### config.mk
export PLATFORM = sky130hd
export DESIGN_NAME = fetch_unit
export DESIGN_NICKNAME = d
export VERILOG_FILES = /design/src/rtl/fetch_unit.sv
export SDC_FILE = /design/constraint.sdc
export NUM_CORES = 1
export LEC_CHECK = 0
export ABC_AREA = 0
export CAP_MARGIN = 5
export CORE_ASPECT_RATIO = 2
export CORE_MARGIN = 2
export CORE_UTILIZATION = 30
export DETAILED_ROUTE_END_ITERATION = 6
export SLEW_MARGIN = 15
export SYNTH_ARGS = -nofsm -noshare
export SYNTH_HDL_FRONTEND = slang
export SYNTH_SLANG_ARGS = --single-unit
### constraint.sdc
create_clock -name clk -period 3.2 [get_ports clk]
set_clock_uncertainty 0.05 [all_clocks]
set_input_delay 0.64 -clock clk [delete_from_list [all_inputs] [get_ports clk]]
set_output_delay 0.64 -clock clk [all_outputs]
set_load 0.03 [all_outputs]
### src/rtl/fetch_unit.sv
// Instruction fetch stage: fetch PC, hold-until-ack imem requests, prefetch FIFO of {npc, segment}.
// Latency: ack in cycle N gives seg_valid from cycle N+1; zero-wait memory streams one segment per cycle.
// Backpressure: seg_ready low fills the FIFO, then imem_req drops until a pop frees an entry.
// Ports: clk/rst_n; imem_req/imem_addr/imem_ack/imem_data to memory; redirect/redirect_pc from execute;
//        seg_valid/seg_ready/segment/npc to the first control stage.
module fetch_unit #(
  parameter int          DEPTH    = 2,
  parameter logic [7:0]  RESET_PC = 8'h00
) (
  input  logic        clk,
  input  logic        rst_n,
  output logic        imem_req,
  output logic [7:0]  imem_addr,
  input  logic        imem_ack,
  input  logic [15:0] imem_data,
  input  logic        redirect,
  input  logic [7:0]  redirect_pc,
  input  logic        seg_ready,
  output logic        seg_valid,
  output logic [15:0] segment,
  output logic [7:0]  npc
);

  localparam int PW = (DEPTH > 1) ? $clog2(DEPTH) : 1;
  localparam int CW = PW + 1;
  localparam logic [CW-1:0] DEPTH_C = CW'(DEPTH);
  localparam logic [CW-1:0] ONE_C   = CW'(1);

  typedef struct packed {
    logic [7:0]  npc;
    logic [15:0] seg;
  } entry_t;

  typedef enum logic [1:0] {IDLE, REQ, DRAIN} state_t;

  state_t          state_q, state_d;
  logic [7:0]      fetch_pc_q, fetch_pc_d;
  logic [7:0]      req_addr_q, req_addr_d;
  entry_t          mem_q [DEPTH];
  logic [PW-1:0]   wr_ptr_q, rd_ptr_q;
  logic [CW-1:0]   count_q;
  entry_t          hold_q;

  logic            pop, push, flush;
  logic [CW-1:0]   count_pop;
  logic [7:0]      addr_inc;
  entry_t          head;

  assign head      = mem_q[rd_ptr_q];
  assign seg_valid = (count_q != '0);
  assign imem_req  = (state_q != IDLE);
  assign imem_addr = req_addr_q;
  // When empty, keep presenting the last head so the outputs never glitch to stale slots.
  assign {npc, segment} = seg_valid ? head : hold_q;

  assign pop       = seg_valid & seg_ready;
  assign count_pop = count_q - {{(CW-1){1'b0}}, pop};
  assign addr_inc  = req_addr_q + 8'd1;

  always_comb begin
    state_d    = state_q;
    fetch_pc_d = fetch_pc_q;
    req_addr_d = req_addr_q;
    push       = 1'b0;
    flush      = 1'b0;
    case (state_q)
      IDLE: begin
        if (redirect) begin
          flush      = 1'b1;
          fetch_pc_d = redirect_pc;
          req_addr_d = redirect_pc;
          state_d    = REQ;
        end else if (count_pop < DEPTH_C) begin
          req_addr_d = fetch_pc_q;
          state_d    = REQ;
        end
      end
      REQ: begin
        if (redirect) begin
          flush      = 1'b1;
          fetch_pc_d = redirect_pc;
          if (imem_ack) begin
            // Response for the old path is dropped; restart at the target immediately.
            req_addr_d = redirect_pc;
          end else begin
            // Address must stay put until the outstanding transaction completes.
            state_d = DRAIN;
          end
        end else if (imem_ack) begin
          push       = 1'b1;
          fetch_pc_d = addr_inc;
          // req_addr also advances when going IDLE so imem_addr shows the next fetch address.
          req_addr_d = addr_inc;
          if ((count_pop + ONE_C) >= DEPTH_C) begin
            state_d = IDLE;
          end
        end
      end
      DRAIN: begin
        if (redirect) begin
          flush      = 1'b1;
          fetch_pc_d = redirect_pc;
        end
        if (imem_ack) begin
          // Discarded response; a same-cycle redirect target takes precedence over fetch_pc.
          state_d    = REQ;
          req_addr_d = redirect ? redirect_pc : fetch_pc_q;
        end
      end
      default: state_d = IDLE;
    endcase
  end

  always_ff @(posedge clk or negedge rst_n) begin
    if (!rst_n) begin
      state_q    <= IDLE;
      fetch_pc_q <= RESET_PC;
      req_addr_q <= RESET_PC;
    end else begin
      state_q    <= state_d;
      fetch_pc_q <= fetch_pc_d;
      req_addr_q <= req_addr_d;
    end
  end

  always_ff @(posedge clk or negedge rst_n) begin
    if (!rst_n) begin
      for (int i = 0; i < DEPTH; i++) begin
        mem_q[i] <= '0;
      end
      wr_ptr_q <= '0;
      rd_ptr_q <= '0;
      count_q  <= '0;
      hold_q   <= '0;
    end else begin
      if (seg_valid) begin
        hold_q <= head;
      end
      if (flush) begin
        wr_ptr_q <= '0;
        rd_ptr_q <= '0;
        count_q  <= '0;
      end else begin
        if (push) begin
          mem_q[wr_ptr_q] <= '{npc: addr_inc, seg: imem_data};
          wr_ptr_q        <= wr_ptr_q + 1'b1;
        end
        if (pop) begin
          rd_ptr_q <= rd_ptr_q + 1'b1;
        end
        count_q <= count_pop + {{(CW-1){1'b0}}, push};
      end
    end
  end

endmodule

# After elaboration in Yosys (flattened, before gate mapping)
# Index checks and enable logic that the tools add are counted.
# word_totals
regBits	94
inputBits	29
output_inout_bits	34
word_cells	84
# op_classes
addsub	6
magnitude_cmp	5
eq_ne	8
n_mux	35
bitwise	4
reduce_logical	14
# ops
op	n
24-bit two-way mux	5
8-bit two-way mux	8
48-bit bitwise mux	1
24-bit demux with 1-bit select	1
8-bit one-hot mux with 3 select lines	1
2-bit two-way mux	8
8-bit one-hot mux with 2 select lines	1
3-bit != test, second input constant	4
2-bit nonzero test	5
1-bit two-way mux	9
8-bit by 1-bit adder with 8-bit output, second input constant	1
2-bit >= comparator, second input constant	3
2-bit one-hot mux with 3 select lines	1
5-bit AND reduction	1
2-bit != test, second input constant	2
1-bit NOT with 2-bit output	2
2-bit AND reduction	2
4-bit AND reduction	1
3-bit nonzero test	1
3-bit OR reduction	1
1-bit adder, second input constant	2
2-bit by 1-bit adder with 2-bit output	1
2-bit by 1-bit adder with 2-bit output, second input constant	1
2-bit by 1-bit == test with 1-bit output, second input constant	1
other kinds (9)	9

# Longest topological paths before layout
# depth
ltp_word	9
mapped_depth	9
mapped_depth_nobuf	7

# Least setup slack after synthesis
# No wires, ideal clock.
# synth_timing
path_type	reg2out
startpoint	reg count_q[1]
endpoint	out npc[2]
arrival_ps	1706
required_time_ps	2510
slack_ps	804
path_stages_with_launch	5
path_cell_list	dfrtp_1 -> or2_2 -> clkbuf_1 -> buf_1 -> a21oi_1
# synth_between
elab_chain_len	2
# synth_lines
element	line_no	text
start: declaration	41	logic [CW-1:0] count_q;
start signal: assignment	151	count_q <= count_pop + {{(CW-1){1'b0}}, push};
2-bit nonzero test	50	assign seg_valid = (count_q != '0);
via seg_valid	19	output logic seg_valid,
24-bit two-way mux	-	
end: declaration	21	output logic [7:0] npc
# The timed path passes the listed nets, and every way through them passes these cells.

# Worst setup path in the final report
# layout_timing
startpoint	reg count_q[1]
endpoint	out segment[14]
# layout_between
elab_chain_len	2
# layout_lines
element	line_no	text
2-bit nonzero test	50	
24-bit two-way mux	-	
end: declaration	20	output logic [15:0] segment,
# Every way passes these cells.

==> summary.md <==
The flow ran to the end, and the final reports show no timing, DRC or antenna violations. STA classifies the critical path endpoint as a primary output. Setup repair after global routing left no endpoint under its margin.

The path type of the worst setup path was flop to primary output. The most used flip-flop cell after synthesis is dfrtp_1. The HPWL after detailed placement is 6.986 mm. The top achievable clock speed is 347.4 MHz. Global routing consumed, over all layers together, 14.00% of the routing resources.

The run gives 3315 as the number of global-route vias before repair. The H-tree generated during clock tree synthesis spans 3 levels. Number of buffers inserted by hold repair at cts: 0.

For the setup TNS after final layout, the log shows 0 ns. The number of nets in the synthesized netlist is 417. Total power for the finished layout comes to 6698 µW. By instance count, the leading cell after synthesis is dfrtp_1. Data arrives at the worst endpoint at 2.19 ns.

The top cell type's share of synthesized area came out at 53.99%. In this run the remaining antenna-violating nets after routing total 0. The number of enable-type register cells in the synthesized netlist works out to 0. Synthesis produced 385 cells. The run gives 0 as the residual DRC count. Yosys attributes the largest share of cell area to dfrtp_1 54%, mux2_2 8.8%, mux2i_1 6.0%. Counting the fill cells in the layout gives 1444. At the end of the flow the core is filled with cells to 38.53%. The global-route wire length before repair was 16.63 mm; the width of the die was 89.21 µm. Worst min-delay path class: input port to asynchronous set/reset pin. At the end of routability-driven placement, the weighted congestion stood at 0.8176. The die covers 15560 µm².

In this run the power density over the cells is 1218 nW/µm². After global routing the overflow that remains totals 0. Hold is met by 0.2401 ns. The detailed router's first-iteration violation count was 151; the die height was 174.4 µm. The run gives 2352 µm² as the total area of sequential cells. Yosys printed 0 warnings. STA classifies the critical path startpoint as a flop.

For this run, the register share of the synthesized area comes to 53.99%. The headroom to the max-slew limit is 53.70%, and the synthesized flop and latch total is 94. The initial antenna violation count was 0.

The number of clock sinks is 94, and the power share of the clock group is 17.5%. The transition time at the pin with the least slew margin was 0.6945 ns. Cell internal power was estimated by the tool at 3955 µW.

The placeable core area is 14270 µm², and the number of inserted diodes is 0. Of the total power, combinational logic draws 50.1%. Floorplan row count: 62. The clock transition at the register clock pins on the worst setup and hold paths after CTS was 0.07 ns.

Wires add up to 9.983 mm. In the routed layout, each cell is associated on average with a via count of 4.867. In this run the worst path has a maximum fanout of 45. The tools report the number of iterations in the first detailed-routing pass as 5. In the final layout, the multi-input gates occupy 1839 µm². The clock period minus worst slack came out at 2.879 ns.

For the top-level I/O count, the log shows 63. The number of max-slew violations in the final report was 0; the fraction of synthesis flops using an asynchronous set or reset pin was 100.0%. Setup violations remaining at the end of the flow were counted as 0. The buffer depth of the longest clock path is 2.

Ranked by instance count, the synthesized netlist is headed by 94 x dfrtp_1, 41 x nor2_1, 39 x a21oi_1, 34 x mux2_2, 26 x mux2i_1. The logs give 53 for the number of distinct standard cells referenced by the synthesized netlist and 2743 µW for the switching power summed over all nets. The routed layout has 3105 vias. The switching part of the total is 40.96%. The largest net degree at the start of global routing is 47.

The count of endpoints failing hold in the final timing report was 0. The library cell with the largest summed area after synthesis is dfrtp_1. The area growth from synthesis to layout is 26.25%.

The tools report the cell at the root of the clock tree as clkbuf_16. TritonCTS built the clock tree. At the end of the flow, the number of nets in the layout was 473. Cells with a size suffix above 1 make up 18.39% of the layout. The worst path uses 89.96% of the clock period. In this run the static leakage power is 0.002259 µW.

The logs give 4357 µm² for the cell area after technology mapping and 0 for the max-cap check violation count. The worst-skew pair later-pin latency is 0.34 ns. Across all setup checks in the final design, the least slack found is 0.3212 ns. The initial core utilization was 30.52%. Per-instance average area after synthesis: 11.32 µm². The share of total power in sequential cells is 32.3%. The required time of the worst setup path came out at 2.51 ns. After detailed routing, the average wire length per cell comes to 15.65 µm. Buffers inserted during clock tree synthesis total 9. Across the VDD grid, the largest voltage drop is 0.4164 mV. The number of I/O port buffers came out at 62. The worst setup timing slack at the placement stage came out at 0.3774 ns.
==> final cells by class <==
cell class	count	area share (%)
inverter	6	0.5005
timing repair buffer	71	12.97
tap	192	4.368
multi-input combinational	259	33.44
clock buffer	9	4.095
sequential	94	42.77
clock inverter	7	1.865
==> flip-flops by register name, indices dropped and copies added (netlist names) <==
signal,cells
count_q,2
fetch_pc_q,8
hold_q,24
imem_addr,8
mem_q,48
rd_ptr_q,1
state_q,2
wr_ptr_q,1
==> routing by layer <==
layer / global-route usage [%] / share of wire [%]
met1: 16.48 / 41
met2: 23.58 / 53
met3: 2.374 / 3.0
met4: 7.338 / 3.3
met5: 0 / 0
==> path summary, 6_finish.rpt <==
| check | depth (start not counted) | start | slack [ns] | end |
|---|---|---|---|---|
| worst max-delay path | 4 | count_q[1] | 0.32 | segment[14] |
| worst max register to register | 7 | count_q[1] | 0.64 | imem_addr[1] |
| worst min-delay path | 1 | rst_n | 0.24 | hold_q[15] |
| worst min register to register | 2 | mem_q[22] | 0.43 | mem_q[22] |
| min in group clk | 2 | mem_q[22] | 0.43 | mem_q[22] |
| max in group asynchronous | 2 | rst_n | 2.08 | mem_q[24] |
==> metrics by stage <==
step,cell area (µm²),instances
after floorplan,4357,385
after global placement,5170,622
after detailed placement,5170,622
after CTS,5498,638
after global routing,5500,638
final,5500,638
==> critical path, stage by stage (launching register included) <==
cell,delay [ns]
dfrtp_1,0.41
or2_4,0.46
nor2_1,0.08
a21oi_1,0.16
clkdlybuf4s50_1,0.71
==> power by group through the flow <==
stage                     clock network [µW]  registers (µW)  logic, µW
after floorplan                            0            2140       2180
after global placement                     0            2160       3350
after detailed placement                   0            2190       3390
after CTS                               1210            2170       3410
after global routing                    1250            2240       3670
final                                   1170            2170       3360
==> cells in the final DEF (no fill, tap or decap), drive strengths merged, types with 3 or more instances in the layout <==
cell type and instances:
clkdlybuf4s50 52, a211oi 5, nand2 24, mux2i 26, ha 3, a41oi 3
o22ai 6, o21ai 15, nand3 9, clkbuf 9, mux2 39, nor2 41
xnor2 6, inv 10, and2 4, o22a 3, a21oi 39, dfrtp 94
buf 19, xor2 4
==> kinds of logic after synthesis <==
kind of cell             synth area share, %
XOR/XNOR                               2.183
AO/OA/AOI/OAI                          12.58
multiplexers                           16.14
AND/OR/NAND/NOR                        10.14
flip-flops                             53.99
buffers and inverters                  3.848
adder cells (fa/ha/maj)                1.120
==> what timing repair did <==
item	CTS	global route
setup buffers	0	0
resized for setup	0	1
endpoints found under the setup margin	0	15
hold endpoints to repair	0	0
No activity file was read; power rests on OpenSTA's default activity.
==> RTL edit: new RTL, same flow settings <==
The 3 states of `state_t` get a one-hot encoding in 3 bits.
--- a/src/rtl/fetch_unit.sv
+++ b/src/rtl/fetch_unit.sv
@@ -32,5 +32,5 @@
   } entry_t;
 
-  typedef enum logic [1:0] {IDLE, REQ, DRAIN} state_t;
+  typedef enum logic [2:0] {IDLE = 3'b001, REQ = 3'b010, DRAIN = 3'b100} state_t;
 
   state_t          state_q, state_d;
Function: no difference found for any inputs over 4 cycles, from zero or initial values and one cycle with rst_n low; so few cycles prove little.
==> RTL edit against the unedited design <==
- setup slack worse by 0.17 ns
- total power is 4.4% lower
- critical path depth stayed put
- area after synthesis hardly changed
- design area is 0.89% higher
- routed wire length is 3.0% higher
- largest power group unchanged
- combinational power is 2% lower
- sequential cell count is 1 higher
==> RTL edit: results <==
[power]
vdd_drop_max_v = 0.000380
p_int_uw = 3730

[detailed_routing]
viasPerCell = 4.75
wl_met1_mm = 4.01
wl_per_cell_um = 15.0
drtIter0Drc = 141
wl_met2_mm = 5.73

[global_route]
met1_usage = 0.151
grt_util_all_layers = 0.138
grt_max_degree = 83
grt_pass1_wl_mm = 16.3

[placement]
dp_hpwl_mm = 7.34

[yosys]
synth_cells = 430
synth_cell_type_count = 51
synth_compound_area_frac = 0.126
muxShareOfSynthArea = 0.104
synth_top_cells_by_count = "dfrtp_1 (94), nand2_1 (78), a21oi_1 (45), nor2_1 (37), mux2i_1 (26)"

[outcome]
status = "completed"

[setup_path]
cp_max_fo = 34
r2r_end = "imem_addr[0]"
endpoint = "npc[5]"
r2r_setup_slack_ns = 0.54

[layout]
layout.nets = 520
drive_above_1_share = 0.101
fill_cells = 1458
[RTL edit: area by class of cell]
class / instances / area [um^2] / share of cell area
Sequential cell: 95 / 2380 / 0.429
Timing Repair Buffer: 74 / 791 / 0.143
Clock buffer: 11 / 243 / 0.0437
Tap cell: 192 / 240 / 0.0433
Multi-Input combinational cell: 303 / 1820 / 0.328
Clock inverter: 5 / 56.3 / 0.0101
Inverter: 5 / 18.8 / 0.00338
[RTL edit: power groups by stage]
stage / Clock (uW) / Combinational, uW / Sequential (uW)
CTS: 1100 / 3320 / 2060
global placement: 0 / 3260 / 2050
finish: 1070 / 3280 / 2050
global route: 1160 / 3540 / 2120
detailed placement: 0 / 3310 / 2080
floorplan: 0 / 2060 / 2050
[RTL edit: how the worst min path moves through the flow]
| stage | from | endpoint | slack (ns) | depth (start not counted) |
|---|---|---|---|---|
| 6_report | rst_n | hold_q[13] | 0.15 | 1 |
| 2_1_floorplan | rst_n | count_q[0] | 0.29 | 0 |
| 4_1_cts | mem_q[25] | mem_q[25] | 0.43 | 2 |
| 5_1_grt | rst_n | hold_q[13] | 0.16 | 1 |
| 3_3_place_gp | mem_q[28] | mem_q[28] | 0.41 | 2 |
| 3_5_place_dp | mem_q[25] | mem_q[25] | 0.41 | 2 |
[RTL edit: stage by stage]
step / utilization / hold slack [ns] / area (um^2) / setup WS [ns]
floorplan: - / 0.294 / 4360 / 0.738
global placement: 0.366 / 0.406 / 5220 / 0.426
detailed placement: 0.366 / 0.411 / 5220 / 0.396
CTS: 0.387 / 0.427 / 5520 / 0.141
global route: 0.389 / 0.159 / 5550 / 0.101
finish: 0.389 / 0.148 / 5550 / 0.152
[RTL edit: critical path, delay by kind of cell, from the launching register on]
family,cells,cell delay (ns)
buf+inv,2,0.95
simple gates,1,0.45
flops,1,0.39
compound gates,1,0.22
